==> src/rtl/vga_fb_pkg.sv <==
// Shared types and geometry for the framebuffer arbiter slice.
// Owner tags identify who receives each RAM read return.
package vga_fb_pkg;

  localparam int FB_AW    = 17;
  localparam int FB_DW    = 8;
  localparam int FB_W     = 320;
  localparam int FB_H     = 240;
  localparam int FB_WORDS = FB_W * FB_H;

  typedef enum logic [1:0] {
    NONE,
    DISP,
    CPU,
    CPU_ERR
  } owner_t;

endpackage

==> src/rtl/vga_fb_arbiter_if.sv <==
// Requester-side bundle: scanout fetch plus CPU load/store handshake.
// master = requesters, slave = arbiter.
interface vga_fb_arbiter_if #(
  parameter int AW = vga_fb_pkg::FB_AW,
  parameter int DW = vga_fb_pkg::FB_DW
);
  logic          disp_req;
  logic [AW-1:0] disp_addr;
  logic [DW-1:0] disp_rdata;
  logic          disp_rvalid;

  logic          cpu_valid;
  logic          cpu_we;
  logic [AW-1:0] cpu_addr;
  logic [DW-1:0] cpu_wdata;
  logic          cpu_ready;
  logic [DW-1:0] cpu_rdata;
  logic          cpu_rvalid;
  logic          cpu_err;

  modport master (
    output disp_req, disp_addr, cpu_valid, cpu_we, cpu_addr, cpu_wdata,
    input  disp_rdata, disp_rvalid, cpu_ready, cpu_rdata, cpu_rvalid, cpu_err
  );

  modport slave (
    input  disp_req, disp_addr, cpu_valid, cpu_we, cpu_addr, cpu_wdata,
    output disp_rdata, disp_rvalid, cpu_ready, cpu_rdata, cpu_rvalid, cpu_err
  );
endinterface

==> src/rtl/fb_wait_monitor.sv <==
// CPU wait tracking: per-request wait counter, saturating stall_cnt, sticky starve flag.
// Registered outputs, one cycle behind the observed wait; never applies backpressure.
module fb_wait_monitor #(
  parameter int MAX_WAIT = 15
) (
  input  logic        clk,
  input  logic        rst,
  input  logic        cpu_valid,
  input  logic        cpu_ready,
  output logic        cpu_starve,
  output logic [15:0] stall_cnt
);

  localparam int WW = $clog2(MAX_WAIT + 2);

  logic [WW-1:0] wait_cnt;
  logic          wait_cyc;
  logic          wait_sat;

  assign wait_cyc = cpu_valid & ~cpu_ready;
  assign wait_sat = (wait_cnt == WW'(MAX_WAIT + 1));

  always_ff @(posedge clk or negedge rst) begin
    if (!rst) begin
      wait_cnt   <= '0;
      stall_cnt  <= '0;
      cpu_starve <= 1'b0;
    end else begin
      if (cpu_valid && cpu_ready)
        wait_cnt <= '0;
      else if (wait_cyc && !wait_sat)
        wait_cnt <= wait_cnt + 1'b1;

      if (wait_cyc && stall_cnt != 16'hFFFF)
        stall_cnt <= stall_cnt + 16'd1;

      // This wait cycle pushes the count past MAX_WAIT.
      if (wait_cyc && wait_cnt >= WW'(MAX_WAIT))
        cpu_starve <= 1'b1;
    end
  end

endmodule

==> src/rtl/vga_fb_arbiter.sv <==
// Single-port framebuffer arbiter: scanout has absolute priority, CPU takes idle slots.
// Read data returns one cycle after grant; CPU stalls via cpu_ready while the display owns the RAM.
module vga_fb_arbiter #(
  parameter int AW       = vga_fb_pkg::FB_AW,
  parameter int DW       = vga_fb_pkg::FB_DW,
  parameter int FB_WORDS = vga_fb_pkg::FB_WORDS,
  parameter int MAX_WAIT = 15
) (
  input  logic                   clk,
  input  logic                   rst,
  vga_fb_arbiter_if.slave        bus,
  output logic                   cpu_starve,
  output logic [15:0]            stall_cnt,
  output logic                   mem_en,
  output logic                   mem_we,
  output logic [AW-1:0]          mem_addr,
  output logic [DW-1:0]          mem_wdata,
  input  logic [DW-1:0]          mem_rdata
);

  import vga_fb_pkg::*;

  logic   in_range;
  logic   disp_gnt;
  logic   cpu_acc;
  logic   cpu_gnt;
  logic   cpu_oob;
  owner_t tag_d, tag_q;
  logic   rd_d, rd_q;

  assign in_range = (32'(bus.cpu_addr) < 32'(FB_WORDS));

  // Grant and RAM drive; everything is forced idle while reset is held.
  always_comb begin
    disp_gnt      = rst & bus.disp_req;
    cpu_acc       = rst & bus.cpu_valid & ~bus.disp_req;
    cpu_gnt       = cpu_acc & in_range;
    cpu_oob       = cpu_acc & ~in_range;
    bus.cpu_ready = cpu_acc;
    mem_en        = disp_gnt | cpu_gnt;
    mem_we        = cpu_gnt & bus.cpu_we;
    mem_addr      = disp_gnt ? bus.disp_addr : (cpu_gnt ? bus.cpu_addr : '0);
    mem_wdata     = cpu_gnt ? bus.cpu_wdata : '0;
  end

  always_comb begin
    tag_d = NONE;
    rd_d  = 1'b0;
    if (disp_gnt) begin
      tag_d = DISP;
      rd_d  = 1'b1;
    end else if (cpu_gnt) begin
      tag_d = CPU;
      rd_d  = ~bus.cpu_we;
    end else if (cpu_oob) begin
      tag_d = CPU_ERR;
      rd_d  = ~bus.cpu_we;
    end
  end

  always_ff @(posedge clk or negedge rst) begin
    if (!rst) begin
      tag_q <= NONE;
      rd_q  <= 1'b0;
    end else begin
      tag_q <= tag_d;
      rd_q  <= rd_d;
    end
  end

  // RAM data lands the cycle after grant, so returns are steered by the latched tag.
  always_comb begin
    bus.disp_rvalid = (tag_q == DISP);
    bus.disp_rdata  = (tag_q == DISP) ? mem_rdata : '0;
    bus.cpu_rvalid  = rd_q & ((tag_q == CPU) | (tag_q == CPU_ERR));
    bus.cpu_rdata   = (rd_q && tag_q == CPU) ? mem_rdata : '0;
    bus.cpu_err     = (tag_q == CPU_ERR);
  end

  fb_wait_monitor #(
    .MAX_WAIT (MAX_WAIT)
  ) u_wait_monitor (
    .clk        (clk),
    .rst        (rst),
    .cpu_valid  (bus.cpu_valid),
    .cpu_ready  (bus.cpu_ready),
    .cpu_starve (cpu_starve),
    .stall_cnt  (stall_cnt)
  );

endmodule
==> src/flat_wrapper.sv <==
// flat-port wrapper written by rule: the top's interface ports become plain ports
module vga_fb_arbiter_flat import vga_fb_pkg::*;
#(
  parameter int AW       = vga_fb_pkg::FB_AW,
  parameter int DW       = vga_fb_pkg::FB_DW,
  parameter int FB_WORDS = vga_fb_pkg::FB_WORDS,
  parameter int MAX_WAIT = 15
)
  (clk, rst, cpu_starve, stall_cnt, mem_en, mem_we, mem_addr, mem_wdata, mem_rdata, bus_disp_req, bus_disp_addr, bus_cpu_valid, bus_cpu_we, bus_cpu_addr, bus_cpu_wdata, bus_disp_rdata, bus_disp_rvalid, bus_cpu_ready, bus_cpu_rdata, bus_cpu_rvalid, bus_cpu_err);
  vga_fb_arbiter_if #(.AW(AW), .DW(DW)) bus_i ();
  input  logic clk;
  input  logic rst;
  output logic cpu_starve;
  output logic [15:0] stall_cnt;
  output logic mem_en;
  output logic mem_we;
  output logic [AW-1:0] mem_addr;
  output logic [DW-1:0] mem_wdata;
  input  logic [DW-1:0] mem_rdata;
  input wire logic [$bits(bus_i.disp_req)-1:0] bus_disp_req;
  input wire logic [$bits(bus_i.disp_addr)-1:0] bus_disp_addr;
  input wire logic [$bits(bus_i.cpu_valid)-1:0] bus_cpu_valid;
  input wire logic [$bits(bus_i.cpu_we)-1:0] bus_cpu_we;
  input wire logic [$bits(bus_i.cpu_addr)-1:0] bus_cpu_addr;
  input wire logic [$bits(bus_i.cpu_wdata)-1:0] bus_cpu_wdata;
  output wire logic [$bits(bus_i.disp_rdata)-1:0] bus_disp_rdata;
  output wire logic [$bits(bus_i.disp_rvalid)-1:0] bus_disp_rvalid;
  output wire logic [$bits(bus_i.cpu_ready)-1:0] bus_cpu_ready;
  output wire logic [$bits(bus_i.cpu_rdata)-1:0] bus_cpu_rdata;
  output wire logic [$bits(bus_i.cpu_rvalid)-1:0] bus_cpu_rvalid;
  output wire logic [$bits(bus_i.cpu_err)-1:0] bus_cpu_err;
  assign bus_i.disp_req = bus_disp_req;
  assign bus_i.disp_addr = bus_disp_addr;
  assign bus_i.cpu_valid = bus_cpu_valid;
  assign bus_i.cpu_we = bus_cpu_we;
  assign bus_i.cpu_addr = bus_cpu_addr;
  assign bus_i.cpu_wdata = bus_cpu_wdata;
  assign bus_disp_rdata = bus_i.disp_rdata;
  assign bus_disp_rvalid = bus_i.disp_rvalid;
  assign bus_cpu_ready = bus_i.cpu_ready;
  assign bus_cpu_rdata = bus_i.cpu_rdata;
  assign bus_cpu_rvalid = bus_i.cpu_rvalid;
  assign bus_cpu_err = bus_i.cpu_err;
  vga_fb_arbiter #(.AW(AW), .DW(DW), .FB_WORDS(FB_WORDS), .MAX_WAIT(MAX_WAIT)) u_core (.clk(clk), .rst(rst), .bus(bus_i), .cpu_starve(cpu_starve), .stall_cnt(stall_cnt), .mem_en(mem_en), .mem_we(mem_we), .mem_addr(mem_addr), .mem_wdata(mem_wdata), .mem_rdata(mem_rdata));
endmodule
==> config.mk <==
export PLATFORM = sky130hd
export DESIGN_NAME = vga_fb_arbiter_flat
export DESIGN_NICKNAME = d
export VERILOG_FILES = /design/src/rtl/vga_fb_pkg.sv /design/src/rtl/vga_fb_arbiter_if.sv /design/src/rtl/fb_wait_monitor.sv /design/src/rtl/vga_fb_arbiter.sv /design/src/flat_wrapper.sv
export SDC_FILE = /design/constraint.sdc
export NUM_CORES = 1
export LEC_CHECK = 0
export CAP_MARGIN = 10
export CORE_MARGIN = 10
export CORE_UTILIZATION = 38
export CTS_BUF_LIST = sky130_fd_sc_hd__clkbuf_16
export CTS_CLUSTER_SIZE = 40
export DETAILED_ROUTE_END_ITERATION = 8
export PLACE_DENSITY_LB_ADDON = 0.15
export REMOVE_ABC_BUFFERS = 1
export SLEW_MARGIN = 0
export SYNTH_ARGS = -nofsm -noshare
export SYNTH_HDL_FRONTEND = slang
export SYNTH_SLANG_ARGS = --single-unit
==> constraint.sdc <==
create_clock -name clk -period 4.6 [get_ports clk]
set_clock_uncertainty 0.1 [all_clocks]
set_input_delay 0.92 -clock clk [delete_from_list [all_inputs] [get_ports clk]]
set_output_delay 0.92 -clock clk [all_outputs]
set_load 0.005 [all_outputs]
==> results of run 1 <==
cells in the mapped netlist, types with 2 or more instances:
| library cell | n | area (sq um) |
|---|---|---|
| nor2_1 | 4 | 15.01 |
| buf_2 | 3 | 15.01 |
| xor2_1 | 16 | 140.1 |
| o21ai_0 | 4 | 20.02 |
| nor2b_1 | 3 | 18.77 |
| a22o_1 | 16 | 140.1 |
| ha_1 | 4 | 50.05 |
| nor3_1 | 6 | 30.03 |
| a21o_1 | 2 | 15.01 |
| nand3_1 | 8 | 40.04 |
| nand4_1 | 6 | 37.54 |
| nand2_1 | 9 | 33.78 |
| and3_1 | 3 | 18.77 |
| nor4_2 | 5 | 62.56 |
| and3_2 | 2 | 15.01 |
| dfrtp_1 | 25 | 625.6 |
| inv_1 | 6 | 22.52 |
| nor4_1 | 3 | 18.77 |
| and2_1 | 29 | 181.4 |
| clkbuf_1 | 2 | 7.510 |
| buf_6 | 2 | 22.52 |
| nor3b_1 | 2 | 15.01 |
state kept, by name (all words and copies together), names as in the netlist:
name                              cells
u_core.u_wait_monitor.stall_cnt      16
u_core.u_wait_monitor.wait_cnt        5
u_core.tag_q                          2
u_core.rd_q                           1
u_core.u_wait_monitor.cpu_starve      1
metrics by stage:
stage | cell area (sq um) | hold WS [ns] | worst slack [ns]
after CTS | 2985 | 0.3943 | 0.4494
final | 2985 | 0.3925 | 0.4594
after detailed placement | 2903 | 0.3750 | 0.4495
after global placement | 2903 | 0.3628 | 0.4897
after global routing | 2985 | 0.4038 | 0.3401
after floorplan | 1634 | 0.3678 | 1.608
cell families after synthesis:
kind of cell               share of synthesized area
xor gates and xnor gates                     0.08308
muxes                                        0.01261
adders and majority gates                    0.02967
DFF                                           0.3709
buffers and inverters                        0.04451
and+or+nand+nor                               0.3212
AOI/OAI and AO/OA                             0.1380
cell type report:
class,count,share of cell area
Timing Repair Buffer,121,0.4032
Multi-Input combinational cell,137,0.3303
Sequential cell,25,0.2096
Clock buffer,3,0.02515
Tap cell,52,0.02179
Inverter,6,0.007544
Clock inverter,1,0.002515
how the worst max path moves through the flow:
stage	endpoint	slack, ns	cells past startpoint
finish	mem_wdata[4]	0.46	6
CTS	mem_wdata[7]	0.45	6
floorplan	mem_addr[0]	1.61	4
global route	mem_wdata[7]	0.34	6
detailed placement	mem_wdata[7]	0.45	6
global placement	mem_wdata[1]	0.49	6
metal layers:
layer | wire [um] | part of all wire | vias to the layer above
met3 | 649 | 0.099 | 7
met4 | 47 | 0.0072 | 0
met2 | 3170 | 0.48 | 86
met1 | 2700 | 0.41 | 823
li1 | - | - | 867
met5 | 0 | 0 | -
where the power goes:
part / total, uW / switching [uW] / internal [uW] / leakage (uW)
clock network: 196 / 77.7 / 118 / 0.0000371
registers: 351 / 71.7 / 279 / 0.000310
logic: 326 / 119 / 207 / 0.000895
total: 873 / 268 / 604 / 0.00124
worst max-delay path, stage by stage:
cell and delay (ns):
clkdlybuf4s50_1 0.45, a21o_1 0.19, a211o_1 0.35, a21oi_4 0.47
and2_1 0.20, clkdlybuf4s50_1 0.55
==> run_results.csv, run 1 <==
group,metric,value,unit
flow_run,max_cap_violations,0,
placement,gp_congestion,0.7851,
global_routing,overflow,0,
cts,cts_tree,"built",
yosys,ys.flop_type,"dfrtp_1",
placement,dpl.cell_count,341,
cts,postCtsHoldBufs,0,
final_layout,fin_nets,353,
cts,post-cts-setup-buffers,0,
floorplanning,die_y,86.62,um
worst_hold_path,hp-class,"flop to flop",
global_routing,met2_usage,0.2906,
drt,vias,1783,
timing,final.setup.tns,0,ns
cts,cts_max_level,1,
final_layout,layoutNonFillerInstCount,345,
global_routing,grt_pass1_wl,9929,um
worst_setup_path,ff2ff_setup_slack,2.05,ns
cts,clock_path_buffers,2,
yosys,yosysSeqAreaShare,0.3709,
drt,avgRoutedWirePerCell,19.04,um
power_and_ir_drop,p_per_area,292.3,nW/um^2
yosys,synth.cell_area,1687,sq um
worst_hold_path,whs_path_depth,1,
global_routing,gr-usage-met1,0.1856,
yosys,avgSynthCellArea,9.583,sq um
drt,drt_pass1_iterations,4,
worst_setup_path,cp.required,3.58,ns
final_layout,drive_above_1_share,0.06143,
yosys,synthDistinctLibCells,38,
timing,slew_violations,0,
drt,antenna_left,0,
timing,rsz0062_at_grt,"false",
worst_setup_path,crit_fanout,24,
final_layout,final-seq-area,625.6,sq um
cts,cts_buffers,3,
placement,dp_hpwl,5479,um
timing,worst_slew_pin_slew,1.143,ns
power_and_ir_drop,leakage,0.001242,uW
global_routing,grt_pass1_vias,1726,
worst_setup_path,worstSetupPathType,"input port to output port",
floorplanning,ioPinCount,119,
cts,numClockSinks,25,
timing,setup_viol,0,
floorplanning,num_rows,24,
worst_setup_path,worstSetupEndpointType,"output port",
floorplanning,dieArea,7503,sq um
drt,drt-vias-per-instance,5.168,
global_routing,grt_max_degree,25,
run_status,status,"completed",
worst_setup_path,reg2reg_depth,5,
worst_hold_path,min_to,"u_core.u_wait_monitor.cpu_starve",
power_and_ir_drop,p_total,872.6,uW
final_layout,finalCoreUtilization,0.6904,
cts,cts.clk_slew.worst_paths,0.06,ns
final_layout,num_antenna_cells,0,
final_layout,layout_common_cells,"clkdlybuf4s50_1 (118), and2_1 (29), dfrtp_1 (25)",
worst_setup_path,r2r-start,"u_core.u_wait_monitor.stall_cnt[0]",
placement,numPortBuffers,118,
yosys,yosysWarnings,0,
drt,drc,0,
timing,timing.fmax,241.5,MHz
worst_setup_path,crit_arrival,3.12,ns
yosys,synth_edf_count,0,
global_routing,grt_usage,0.1648,
drt,drt-initial-drc-count,53,
worst_setup_path,regToRegEndpoint,"u_core.u_wait_monitor.stall_cnt[1]",
floorplanning,core,4324,sq um
worst_setup_path,critPathLaunchType,"input port",
global_routing,grtUsageMet3,0.05816,
global_routing,antenna_found_initial,0,
power_and_ir_drop,ir_drop,0.3067,mV
timing,finalCritPeriodShare,0.9001,
global_routing,top_usage_layer,"met2",
final_layout,fillerInstances,368,
final_layout,mostFrequentLayoutCell,"clkdlybuf4s50_1",
floorplanning,start_util,0.3900,
yosys,async_reset_ff_frac,1.000,
cts,cts_root_buf,"clkbuf_16",
final_layout,multi_input_area,985.9,sq um
timing,relSlewSlack,0.2317,
cts,cts_resized,0,
worst_setup_path,crit_start,"bus_cpu_addr[10]",
yosys,syn_inst,176,
cts,clock_latency,0.26,ns
timing,min_period,4.141,ns
floorplanning,die_x,86.62,um
final_layout,syn2layout_area_growth,77.00,%
drt,routed_wl,6568,um
yosys,ys_ff_latch,25,
worst_hold_path,min_from,"u_core.u_wait_monitor.cpu_starve",
timing,hold_viol,0,
Power figures use the tool's default switching activity.
==> run 2: changes to the inputs <==
--- a/config.mk
+++ b/config.mk
@@ -13,6 +13,7 @@
 export DETAILED_ROUTE_END_ITERATION = 8
 export PLACE_DENSITY_LB_ADDON = 0.15
 export REMOVE_ABC_BUFFERS = 1
+export SKIP_CTS_REPAIR_TIMING = 1
 export SLEW_MARGIN = 0
 export SYNTH_ARGS = -nofsm -noshare
 export SYNTH_HDL_FRONTEND = slang
==> results of run 2 <==
No change in the layout: final DEF, timing and power equal those of run 1.
==> run 3: changes to the inputs <==
--- a/config.mk
+++ b/config.mk
@@ -6,6 +6,7 @@
 export NUM_CORES = 1
 export LEC_CHECK = 0
 export CAP_MARGIN = 10
+export CORE_ASPECT_RATIO = 1.25
 export CORE_MARGIN = 10
 export CORE_UTILIZATION = 38
 export CTS_BUF_LIST = sky130_fd_sc_hd__clkbuf_16
==> run_results.csv, run 3 (synthesis results as in run 1) <==
group,metric,value,unit
final_layout,fillerInstances,342,
timing,setup_viol,0,
worst_setup_path,reg2reg_depth,6,
final_layout,regMostFlops,"u_core.u_wait_monitor.stall_cnt",
cts,clock_path_buffers,2,
final_layout,num_antenna_cells,0,
worst_hold_path,hp-class,"flop to flop",
worst_hold_path,whs_path_depth,1,
timing,finalCritPeriodShare,0.9063,
timing,setup_ws,0.4308,ns
placement,dp_hpwl,5462,um
placement,numPortBuffers,118,
floorplanning,num_rows,27,
drt,drt-vias-per-instance,4.983,
cts,clock_latency,0.26,ns
global_routing,grt_max_degree,30,
placement,dpl.cell_count,347,
timing,min_period,4.169,ns
timing,relSlewSlack,0.6353,
floorplanning,start_util,0.3870,
timing,hold_ws,0.3804,ns
drt,drt_pass1_iterations,4,
global_routing,overflow,0,
drt,vias,1749,
cts,numClockSinks,25,
final_layout,final_cell_area,2989,sq um
timing,hold_viol,0,
placement,place_worst_setup_slack,0.4109,ns
final_layout,layoutNonFillerInstCount,351,
worst_setup_path,worstSetupEndpointType,"output port",
placement,placed_cell_area,2910,sq um
power_and_ir_drop,leakage,0.001248,uW
final_layout,largest_reg_flops,16,
final_layout,drive_above_1_share,0.05802,
flow_run,max_cap_violations,0,
cts,cts_tree,"built",
floorplanning,ioPinCount,119,
global_routing,grt_usage,0.1665,
floorplanning,die_x,79.59,um
power_and_ir_drop,ir_drop,0.3201,mV
power_and_ir_drop,p_per_area,288.9,nW/um^2
global_routing,grt_pass1_vias,1715,
drt,drt-initial-drc-count,50,
cts,cts_max_level,1,
timing,slew_violations,0,
worst_setup_path,cp.required,3.58,ns
worst_setup_path,crit_arrival,3.15,ns
run_status,status,"completed",
cts,cts_buffers,3,
worst_setup_path,critPathLaunchType,"input port",
floorplanning,die_y,94.49,um
drt,routed_wl,6546,um
timing,worst_slew_pin_slew,0.5459,ns
drt,avgRoutedWirePerCell,18.65,um
final_layout,top_regs,"u_core.u_wait_monitor.stall_cnt (16), u_core.u_wait_monitor.wait_cnt (5), u_core.tag_q (2)",
cts,cts.clk_slew.worst_paths,0.06,ns
final_layout,fin_nets,353,
global_routing,grt_pass1_wl,9901,um
final_layout,multi_input_area,985.9,sq um
final_layout,final-seq-area,625.6,sq um
drt,drc,0,
floorplanning,dieArea,7520,sq um
drt,antenna_left,0,
timing,rsz0062_at_grt,"false",
placement,gp_congestion,0.8857,
final_layout,mostFrequentLayoutCell,"clkdlybuf4s50_1",
worst_setup_path,worstSetupPathType,"input port to output port",
floorplanning,core,4358,sq um
timing,final.setup.tns,0,ns
final_layout,syn2layout_area_growth,77.23,%
global_routing,antenna_found_initial,0,
final_layout,layout_common_cells,"clkdlybuf4s50_1 (118), and2_1 (29), dfrtp_1 (25)",
timing,timing.fmax,239.9,MHz
worst_setup_path,crit_fanout,24,
cts,cts_root_buf,"clkbuf_16",
[run 3: cell types whose count changed in the layout (fill, tap and decap cells not counted)]
cell,previous run,this run
clkinvlp_4,1,0
inv_1,6,7
[run 3: worst max-delay path: stages]
cell and delay [ns]:
clkdlybuf4s50_1 0.45, a21o_1 0.18, a211o_1 0.35, a21oi_4 0.49, a22o_1 0.21, clkdlybuf4s50_1 0.54
[run 3: layer usage]
layer / routed length (um) / global-route usage / share of wire / up-vias
met4: 62 / 0.04491 / 0.0095 / 0
met3: 577 / 0.04658 / 0.088 / 5
met2: 3175 / 0.2959 / 0.49 / 78
met1: 2731 / 0.1893 / 0.42 / 797
li1: - / - / - / 869
met5: 0 / 0 / 0 / -
[run 3: layout make-up]
type                            instances  share of cell area
Clock inverter                          1            0.001256
Tap cell                               58             0.02428
Clock buffer                            3             0.02512
Timing Repair Buffer                  121              0.4027
Inverter                                6            0.007535
Sequential cell                        25              0.2093
Multi-Input combinational cell        137              0.3298
[run 3: where the power goes]
part / switching (uW) / internal [uW]
combinational: 117 / 207
clock: 74.4 / 116
sequential: 69.8 / 279
total: 261 / 602
[run 3: path summary, 6_finish.rpt]
kind                            slack, ns                             endpoint                                from
max in group asynchronous            3.14  u_core.u_wait_monitor.stall_cnt[15]                                 rst
worst min register to register       0.38     u_core.u_wait_monitor.cpu_starve    u_core.u_wait_monitor.cpu_starve
worst min-delay path                 0.38     u_core.u_wait_monitor.cpu_starve    u_core.u_wait_monitor.cpu_starve
worst max-delay path                 0.43                          mem_addr[9]                    bus_cpu_addr[11]
min in group asynchronous            1.00                          u_core.rd_q                                 rst
worst max register to register       2.80   u_core.u_wait_monitor.stall_cnt[6]  u_core.u_wait_monitor.stall_cnt[0]
[run 3: per-stage QoR]
step,power (uW),util
finish,863.6,0.6859
floorplan,463.9,-
detailed placement,681.1,0.6678
global route,922.7,0.6859
global placement,674.0,0.6678
CTS,875.7,0.6859
